`src/rtl/gt_rx_link_monitor_pkg.sv`:
```
// Shared definitions for the GT RX link monitor.
// Holds the FSM state encoding, the rxbufstatus codes, the default IDLE
// K-word and the word classifier used by the monitor top.
package gt_link_pkg;

    localparam int unsigned DATA_W  = 16;
    localparam int unsigned K_W     = 2;
    localparam int unsigned BUFST_W = 3;

    typedef enum logic [2:0] {
        ST_IDLE  = 3'd0,
        ST_ALIGN = 3'd1,
        ST_BLIND = 3'd2,
        ST_LOCK  = 3'd3,
        ST_UP    = 3'd4
    } link_state_t;

    typedef enum logic [1:0] {
        W_IDLE = 2'd0,
        W_DATA = 2'd1,
        W_BAD  = 2'd2
    } word_class_t;

    // rxbufstatus codes reported by the elastic buffer
    localparam logic [BUFST_W-1:0] BUF_NOMINAL   = 3'b000;
    localparam logic [BUFST_W-1:0] BUF_BELOW_MIN = 3'b001;
    localparam logic [BUFST_W-1:0] BUF_ABOVE_MAX = 3'b010;
    localparam logic [BUFST_W-1:0] BUF_UNDERFLOW = 3'b101;
    localparam logic [BUFST_W-1:0] BUF_OVERFLOW  = 3'b110;

    // IDLE word carries the comma in the upper byte
    localparam logic [DATA_W-1:0] IDLE_WORD = 16'hbc95;
    localparam logic [K_W-1:0]    IDLE_K    = 2'b10;

    // A K-flag anywhere other than the exact IDLE pattern is a framing fault
    function automatic word_class_t classify(
        input logic [DATA_W-1:0] data,
        input logic [K_W-1:0]    k,
        input logic [DATA_W-1:0] idle_word,
        input logic [K_W-1:0]    idle_k
    );
        if (k == idle_k && data == idle_word) begin
            return W_IDLE;
        end else if (k == '0) begin
            return W_DATA;
        end else begin
            return W_BAD;
        end
    endfunction

endpackage

```
`src/rtl/gt_rx_link_monitor_if.sv`:
```
// GT RX-side bundle between the elastic buffer and the link monitor.
//   rx_data_i/rx_k_i/rx_aligned_i/rx_bufstatus_i : GT receive side
//   rx_realign_o                                 : realign request to GT
//   rx_data_o/rx_valid_o                         : forwarded payload
// master drives the GT side (transceiver/bench), slave is the monitor.
interface gt_rx_link_monitor_if
    import gt_link_pkg::*;
    ();

    logic [DATA_W-1:0]  rx_data_i;
    logic [K_W-1:0]     rx_k_i;
    logic               rx_aligned_i;
    logic [BUFST_W-1:0] rx_bufstatus_i;
    logic               rx_realign_o;
    logic [DATA_W-1:0]  rx_data_o;
    logic               rx_valid_o;

    modport master (
        output rx_data_i, rx_k_i, rx_aligned_i, rx_bufstatus_i,
        input  rx_realign_o, rx_data_o, rx_valid_o
    );

    modport slave (
        input  rx_data_i, rx_k_i, rx_aligned_i, rx_bufstatus_i,
        output rx_realign_o, rx_data_o, rx_valid_o
    );

endinterface

```
`src/rtl/gt_rx_link_monitor_sat_counter.sv`:
```
// Saturating event counter with synchronous clear.
//   clk_i   : clock
//   rst_n_i : synchronous active-low reset
//   clr_i   : clear, wins over a same-cycle increment
//   inc_i   : count one event
//   cnt_o   : current count, sticks at all-ones
module sat_counter #(
    parameter int unsigned g_WIDTH = 16
) (
    input  logic               clk_i,
    input  logic               rst_n_i,
    input  logic               clr_i,
    input  logic               inc_i,
    output logic [g_WIDTH-1:0] cnt_o
);

    always_ff @(posedge clk_i) begin
        if (!rst_n_i) begin
            cnt_o <= '0;
        end else if (clr_i) begin
            cnt_o <= '0;
        end else if (inc_i && cnt_o != '1) begin
            cnt_o <= cnt_o + g_WIDTH'(1);
        end
    end

endmodule

```
`src/rtl/gt_rx_link_monitor.sv`:
```
// RX link monitor downstream of the GTPE2 elastic buffer.
// Waits for comma alignment, sits out a blind period, then needs a run of
// correctly placed IDLE K-words before declaring the link up and forwarding
// DATA words with a valid strobe. Any framing or buffer fault sends it back
// to realignment; fault events feed saturating counters.
//   usrclk_i, rst_n_i       : GT user clock, synchronous active-low reset
//   en_i                    : monitor enable
//   cnt_clr_i               : clears all error counters
//   rx                      : GT receive bundle (slave modport)
//   link_up_o               : link qualified
//   err_*_cnt_o             : comma / overflow / underflow / clock-correction
module gt_rx_link_monitor
    import gt_link_pkg::*;
#(
    parameter logic [DATA_W-1:0] g_IDLE         = IDLE_WORD,
    parameter logic [K_W-1:0]    g_IDLE_K       = IDLE_K,
    parameter int unsigned       g_BLIND_PERIOD = 10,
    parameter int unsigned       g_LOCK_IDLES   = 4,
    parameter int unsigned       g_IDLE_PERIOD  = 193,
    parameter int unsigned       g_CNT_WIDTH    = 16
) (
    input  logic                   usrclk_i,
    input  logic                   rst_n_i,
    input  logic                   en_i,
    input  logic                   cnt_clr_i,
    gt_rx_link_monitor_if.slave    rx,
    output logic                   link_up_o,
    output logic [g_CNT_WIDTH-1:0] err_comma_cnt_o,
    output logic [g_CNT_WIDTH-1:0] err_ovf_cnt_o,
    output logic [g_CNT_WIDTH-1:0] err_unf_cnt_o,
    output logic [g_CNT_WIDTH-1:0] err_clkcor_cnt_o
);

    localparam int unsigned BLIND_W = $clog2(g_BLIND_PERIOD + 1);
    localparam int unsigned LOCK_W  = $clog2(g_LOCK_IDLES + 1);
    localparam int unsigned WD_W    = $clog2(g_IDLE_PERIOD + 1);

    link_state_t        state;
    link_state_t        nxt_c;
    logic [BLIND_W-1:0] blind_cnt;
    logic [LOCK_W-1:0]  lock_cnt;
    logic [WD_W-1:0]    wd_cnt;

    word_class_t        wclass_c;
    logic               in_mon_c;
    logic               warn_c;
    logic               comma_ev_c;
    logic               ovf_ev_c;
    logic               unf_ev_c;
    logic               clkcor_ev_c;
    logic               fwd_c;

    // Event decode and next state; priority is enable, alignment, buffer, framing
    always_comb begin
        wclass_c    = classify(rx.rx_data_i, rx.rx_k_i, g_IDLE, g_IDLE_K);
        in_mon_c    = (state == ST_LOCK) || (state == ST_UP);
        warn_c      = (rx.rx_bufstatus_i == BUF_BELOW_MIN) ||
                      (rx.rx_bufstatus_i == BUF_ABOVE_MAX);
        comma_ev_c  = in_mon_c && (wclass_c == W_BAD);
        ovf_ev_c    = in_mon_c && (rx.rx_bufstatus_i == BUF_OVERFLOW);
        unf_ev_c    = in_mon_c && (rx.rx_bufstatus_i == BUF_UNDERFLOW);
        // Fires on the g_IDLE_PERIOD-th consecutive warning cycle
        clkcor_ev_c = in_mon_c && warn_c && (wd_cnt == WD_W'(g_IDLE_PERIOD - 1));

        nxt_c = state;
        if (state == ST_IDLE) begin
            if (en_i) begin
                nxt_c = ST_ALIGN;
            end
        end else if (!en_i) begin
            nxt_c = ST_IDLE;
        end else if (!rx.rx_aligned_i) begin
            nxt_c = ST_ALIGN;
        end else begin
            case (state)
                ST_ALIGN: nxt_c = ST_BLIND;
                ST_BLIND: begin
                    if (blind_cnt == BLIND_W'(g_BLIND_PERIOD)) begin
                        nxt_c = ST_LOCK;
                    end
                end
                ST_LOCK, ST_UP: begin
                    if (ovf_ev_c || unf_ev_c || comma_ev_c) begin
                        nxt_c = ST_ALIGN;
                    end else if (state == ST_LOCK && wclass_c == W_IDLE &&
                                 lock_cnt == LOCK_W'(g_LOCK_IDLES - 1)) begin
                        nxt_c = ST_UP;
                    end
                end
                default: nxt_c = ST_IDLE;
            endcase
        end

        fwd_c = (state == ST_UP) && (nxt_c == ST_UP) && (wclass_c == W_DATA);
    end

    // State register, phase counters and registered outputs
    always_ff @(posedge usrclk_i) begin
        if (!rst_n_i) begin
            state           <= ST_IDLE;
            blind_cnt       <= '0;
            lock_cnt        <= '0;
            wd_cnt          <= '0;
            link_up_o       <= 1'b0;
            rx.rx_realign_o <= 1'b0;
            rx.rx_valid_o   <= 1'b0;
            rx.rx_data_o    <= '0;
        end else begin
            state <= nxt_c;

            // Blind counter restarts on every entry into ST_BLIND
            if (state == ST_BLIND && nxt_c == ST_BLIND) begin
                blind_cnt <= blind_cnt + BLIND_W'(1);
            end else begin
                blind_cnt <= '0;
            end

            // DATA in ST_LOCK holds the IDLE run; any exit discards it
            if (state == ST_LOCK && nxt_c == ST_LOCK) begin
                if (wclass_c == W_IDLE) begin
                    lock_cnt <= lock_cnt + LOCK_W'(1);
                end
            end else begin
                lock_cnt <= '0;
            end

            if (in_mon_c && warn_c && !clkcor_ev_c) begin
                wd_cnt <= wd_cnt + WD_W'(1);
            end else begin
                wd_cnt <= '0;
            end

            link_up_o       <= (nxt_c == ST_UP);
            rx.rx_realign_o <= (nxt_c == ST_ALIGN) && !rx.rx_aligned_i;
            rx.rx_valid_o   <= fwd_c;
            if (fwd_c) begin
                rx.rx_data_o <= rx.rx_data_i;
            end
        end
    end

    sat_counter #(.g_WIDTH(g_CNT_WIDTH)) u_cnt_comma (
        .clk_i   (usrclk_i),
        .rst_n_i (rst_n_i),
        .clr_i   (cnt_clr_i),
        .inc_i   (comma_ev_c),
        .cnt_o   (err_comma_cnt_o)
    );

    sat_counter #(.g_WIDTH(g_CNT_WIDTH)) u_cnt_ovf (
        .clk_i   (usrclk_i),
        .rst_n_i (rst_n_i),
        .clr_i   (cnt_clr_i),
        .inc_i   (ovf_ev_c),
        .cnt_o   (err_ovf_cnt_o)
    );

    sat_counter #(.g_WIDTH(g_CNT_WIDTH)) u_cnt_unf (
        .clk_i   (usrclk_i),
        .rst_n_i (rst_n_i),
        .clr_i   (cnt_clr_i),
        .inc_i   (unf_ev_c),
        .cnt_o   (err_unf_cnt_o)
    );

    sat_counter #(.g_WIDTH(g_CNT_WIDTH)) u_cnt_clkcor (
        .clk_i   (usrclk_i),
        .rst_n_i (rst_n_i),
        .clr_i   (cnt_clr_i),
        .inc_i   (clkcor_ev_c),
        .cnt_o   (err_clkcor_cnt_o)
    );

endmodule
```
`src/flat_wrapper.sv`:
```
// flat-port wrapper written by rule: the top's interface ports become plain ports
module gt_rx_link_monitor_flat import gt_link_pkg::*;
#(
    parameter logic [DATA_W-1:0] g_IDLE         = IDLE_WORD,
    parameter logic [K_W-1:0]    g_IDLE_K       = IDLE_K,
    parameter int unsigned       g_BLIND_PERIOD = 10,
    parameter int unsigned       g_LOCK_IDLES   = 4,
    parameter int unsigned       g_IDLE_PERIOD  = 193,
    parameter int unsigned       g_CNT_WIDTH    = 16
)
  (usrclk_i, rst_n_i, en_i, cnt_clr_i, link_up_o, err_comma_cnt_o, err_ovf_cnt_o, err_unf_cnt_o, err_clkcor_cnt_o, rx_rx_data_i, rx_rx_k_i, rx_rx_aligned_i, rx_rx_bufstatus_i, rx_rx_realign_o, rx_rx_data_o, rx_rx_valid_o);
  gt_rx_link_monitor_if rx_i ();
  input  logic usrclk_i;
  input  logic rst_n_i;
  input  logic en_i;
  input  logic cnt_clr_i;
  output logic link_up_o;
  output logic [g_CNT_WIDTH-1:0] err_comma_cnt_o;
  output logic [g_CNT_WIDTH-1:0] err_ovf_cnt_o;
  output logic [g_CNT_WIDTH-1:0] err_unf_cnt_o;
  output logic [g_CNT_WIDTH-1:0] err_clkcor_cnt_o;
  input wire logic [$bits(rx_i.rx_data_i)-1:0] rx_rx_data_i;
  input wire logic [$bits(rx_i.rx_k_i)-1:0] rx_rx_k_i;
  input wire logic [$bits(rx_i.rx_aligned_i)-1:0] rx_rx_aligned_i;
  input wire logic [$bits(rx_i.rx_bufstatus_i)-1:0] rx_rx_bufstatus_i;
  output wire logic [$bits(rx_i.rx_realign_o)-1:0] rx_rx_realign_o;
  output wire logic [$bits(rx_i.rx_data_o)-1:0] rx_rx_data_o;
  output wire logic [$bits(rx_i.rx_valid_o)-1:0] rx_rx_valid_o;
  assign rx_i.rx_data_i = rx_rx_data_i;
  assign rx_i.rx_k_i = rx_rx_k_i;
  assign rx_i.rx_aligned_i = rx_rx_aligned_i;
  assign rx_i.rx_bufstatus_i = rx_rx_bufstatus_i;
  assign rx_rx_realign_o = rx_i.rx_realign_o;
  assign rx_rx_data_o = rx_i.rx_data_o;
  assign rx_rx_valid_o = rx_i.rx_valid_o;
  gt_rx_link_monitor #(.g_IDLE(g_IDLE), .g_IDLE_K(g_IDLE_K), .g_BLIND_PERIOD(g_BLIND_PERIOD), .g_LOCK_IDLES(g_LOCK_IDLES), .g_IDLE_PERIOD(g_IDLE_PERIOD), .g_CNT_WIDTH(g_CNT_WIDTH)) u_core (.usrclk_i(usrclk_i), .rst_n_i(rst_n_i), .en_i(en_i), .cnt_clr_i(cnt_clr_i), .rx(rx_i), .link_up_o(link_up_o), .err_comma_cnt_o(err_comma_cnt_o), .err_ovf_cnt_o(err_ovf_cnt_o), .err_unf_cnt_o(err_unf_cnt_o), .err_clkcor_cnt_o(err_clkcor_cnt_o));
endmodule
```
`config.mk`:
```
export PLATFORM = sky130hd
export DESIGN_NAME = gt_rx_link_monitor_flat
export DESIGN_NICKNAME = d
export VERILOG_FILES = /design/src/rtl/gt_rx_link_monitor_pkg.sv /design/src/rtl/gt_rx_link_monitor_if.sv /design/src/rtl/gt_rx_link_monitor_sat_counter.sv /design/src/rtl/gt_rx_link_monitor.sv /design/src/flat_wrapper.sv
export SDC_FILE = /design/constraint.sdc
export NUM_CORES = 1
export LEC_CHECK = 0
export BUFFER_PORTS_ARGS = -buffer_cell sky130_fd_sc_hd__buf_2
export CAP_MARGIN = 25
export CORE_AREA = 2 2 104 106
export CTS_CLUSTER_SIZE = 40
export DETAILED_ROUTE_END_ITERATION = 16
export DIE_AREA = 0 0 106 108
export PLACE_DENSITY = 0.73
export SYNTH_ARGS = -nofsm -noshare
export SYNTH_HDL_FRONTEND = slang
export SYNTH_HIERARCHICAL = 1
export SYNTH_SLANG_ARGS = --single-unit
```
`constraint.sdc`:
```
create_clock -name usrclk_i -period 3.65 [get_ports usrclk_i]
set_input_delay 1.095 -clock usrclk_i [delete_from_list [all_inputs] [get_ports usrclk_i]]
set_output_delay 1.095 -clock usrclk_i [all_outputs]
set_load 0.02 [all_outputs]
```
==> results by group <==
GRT
  • Tot GR Track Use: 21.2%
  • GR met2 Demand/Resource: 36.9%
  • Busiest grt layer: met2
  • Vias in the first global route: 4405
  • Largest net degree at the start of global routing: 33
  • Initial antenna violation count: 0
  • First-pass GRT wire length: 19.9 mm
  • Met1 Track Usage GR: 26.2%
  • Remaining global-route overflow: 0
  • Grt met3 use: 4.34%

Drt
  • DR WL/cell: 14.5 um
  • # DRC: 0
  • Post-Route WL: 11.7 mm
  • Routed Antenna Nets: 0
  • First-pass DRT Iterations: 4
  • DR iter-0 viols: 173
  • Vias: 4580
  • DR vias/cell: 5.70

Logic synthesis
  • Mapped cell area: 0.00508 mm2
  • Area leader, netlist: dfxtp_1
  • Yosys cell types: 52
  • Post-synth EDFFs: 0
  • Top-area cell type share of the netlist area: 39.8%
  • Sequential fraction of the synthesis area: 39.8%
  • Flop and latch count out of synthesis: 101
  • Yosys warns: 6
  • Top_reg_cell synth: dfxtp_1
  • Top cells by area, synth: dfxtp_1, nor2_1, nand3_1, nand4_4, nand2_1
  • Async set-reset flop share out of synthesis: 0%
  • Count leader, synth: dfxtp_1
  • Syn Inst Count: 552
  • Synth Net Count: 588
  • Synth cell count leaders: dfxtp_1, nor2_1, nand2_1
  • Avg Cell Area, Syn: 9.21 um2

Floorplanning
  • Core Footprint: 0.0102 mm2
  • I/O Pins: 109
  • DIE AREA: 0.0114 mm2
  • Die width: 106 um
  • Initial Util: 49.7%
  • Die H: 108 um
  • Site row count: 37

Place
  • Port Buf Inserts: 108
  • Routability cong.: 0.814
  • Post-DP HPWL: 8.69 mm

Setup path
  • CP Launch Type: primary input
  • Worst reg2reg path depth: 7
  • Critical path class: in -> reg
  • Worst-path maximum fanout: 9
  • Reg-to-reg slack, setup: 850 ps
  • Worst EP arrival: 3060 ps
  • CP Capture Type: flop
  • Reg-to-Reg End: u_core/u_cnt_unf/cnt_o[11]
  • WP data required: 3880 ps
  • Worst r2r src: u_core/state[1]

Min path
  • HP Start: u_core/rx.rx_data_o[0]
  • Worst hold stages: 2
  • Hold endpoint: u_core/rx.rx_data_o[0]
  • Worst min-delay path class: reg -> reg

Pwr
  • Peak VDD IR: 179 uV
  • Overall Power: 1.86 mW
  • Power Density: 312 mW/mm2
  • Static leakage: 2.41 nW

Clock network
  • Htree depth: 3
  • Reg clk slew, reported paths: 90 ps
  • Clk_lat worst skew: 350 ps
  • # resized after CTS: 0
  • Setup repair bufs after CTS: 0
  • Post-CTS Hold Buffers: 0
  • CTS tree: done
  • Clk sinks: 101
  • Root buffer cell: clkbuf_8
  • Max clock buf depth: 2
  • Num CTS Buffers: 9

STA
  • Maximum operating frequency: 353 MHz
  • Max-slew headroom: 56.7%
  • RSZ-0062 raised after global routing: false
  • Worst slew pin tran: 649 ps
  • Final worst path period need: 2830 ps
  • Hold Violations, Final: 0
  • Pins over their slew limit: 0
  • Setup TNS: 0 ps
  • Worst Skew: 7.05 ps
  • # setup viols final: 0
  • Tcrit/Tclk final: 77.6%

Final layout
  • NumNets Final: 699
  • Share of layout cells above drive strength 1: 24.4%
  • Layout overhead on the synthesized area: 17.6%
  • Post-layout util: 58.4%
  • Antenna Cells: 0

Status
  • Status: completed

Flow run
  • Max-cap violation count: 0
## registers in the layout, indices dropped and copies added (netlist names)
signal                     count
u_core/u_cnt_comma/cnt_o      16
u_core/wd_cnt                  8
u_core/rx.rx_valid_o           1
u_core/rx.rx_data_o           16
u_core/link_up_o               1
u_core/state                   3
u_core/blind_cnt               4
u_core/u_cnt_ovf/cnt_o        16
u_core/rx.rx_realign_o         1
u_core/u_cnt_unf/cnt_o        16
u_core/lock_cnt                3
u_core/u_cnt_clkcor/cnt_o     16
## worst max-delay path by stage
stage	endpoint	startpoint	cells past startpoint
detailed placement	u_core/u_cnt_unf/cnt_o[11]	rx_rx_bufstatus_i[2]	7
CTS	u_core/u_cnt_unf/cnt_o[11]	rx_rx_bufstatus_i[2]	7
finish	u_core/u_cnt_unf/cnt_o[11]	rx_rx_bufstatus_i[2]	7
global route	u_core/u_cnt_ovf/cnt_o[15]	u_core/state[1]	7
floorplan	u_core/u_cnt_clkcor/cnt_o[13]	rx_rx_bufstatus_i[1]	6
global placement	u_core/u_cnt_ovf/cnt_o[9]	rx_rx_bufstatus_i[2]	7
## worst max-delay path, cell delays in order
cell and delay, ps:
buf_2 110, o21ai_1 140, nor3b_1 570, and4_2 410
nand3_4 140, o311ai_0 450, o41ai_1 140
## per-stage QoR
stage	instance area [um2]	hold slack [ps]	setup WS (ps)	std cells
6_report	5980	460	817	804
3_3_place_gp	5780	440	695	788
2_1_floorplan	5080	426	824	552
5_1_grt	5980	492	713	804
4_1_cts	5980	464	958	804
3_5_place_dp	5780	451	559	788
## layer usage
layer / wire [um] / part of all wire [%]
met5: 0 / 0
met4: 124 / 1.1
met1: 5320 / 45
met2: 5830 / 50
met3: 421 / 3.6
## final cells by class
class	instances	area [um2]
clock buffers	13	179
repair buffers	112	571
multi-input cells	423	2960
flip-flops and latches	101	2020
fillers	961	4250
well taps	136	170
inverters	16	60.1
clock inverters	3	17.5
## logic make-up after synthesis
group,Yosys count,synth area share (%)
xor+xnor,27,4.65
buf+inv,28,2.12
fa+ha+maj,10,2.46
simple gates,262,31.7
compound gates,117,17.9
flops,101,39.8
mux,7,1.38
## power by group
group | switching [mW] | internal (mW)
Clock | 0.375 | 0.321
Sequential | 0.00177 | 1.10
Combinational | 0.0419 | 0.0221
## cell usage in the layout (no fill, tap or decap), types with 5 or more instances in the layout
cell	count
nand3_1	38
ha_1	10
nand2b_1	8
nand2_1	41
and2_1	12
nor2_1	57
o41ai_1	8
nor3b_1	8
o31ai_1	8
inv_1	16
and3_1	6
mux2i_1	7
nor4_1	14
o21ai_1	6
xnor2_1	10
dfxtp_1	101
nor3_1	8
o311ai_0	8
xor2_1	17
clkbuf_8	13
nand4_4	8
o31a_1	5
nand4_1	9
and4_2	8
o2111ai_1	5
or4_1	9
a21oi_1	20
nor2b_1	7
o21ai_0	28
buf_2	108
or3_1	8
Power figures use the tool's default switching activity.
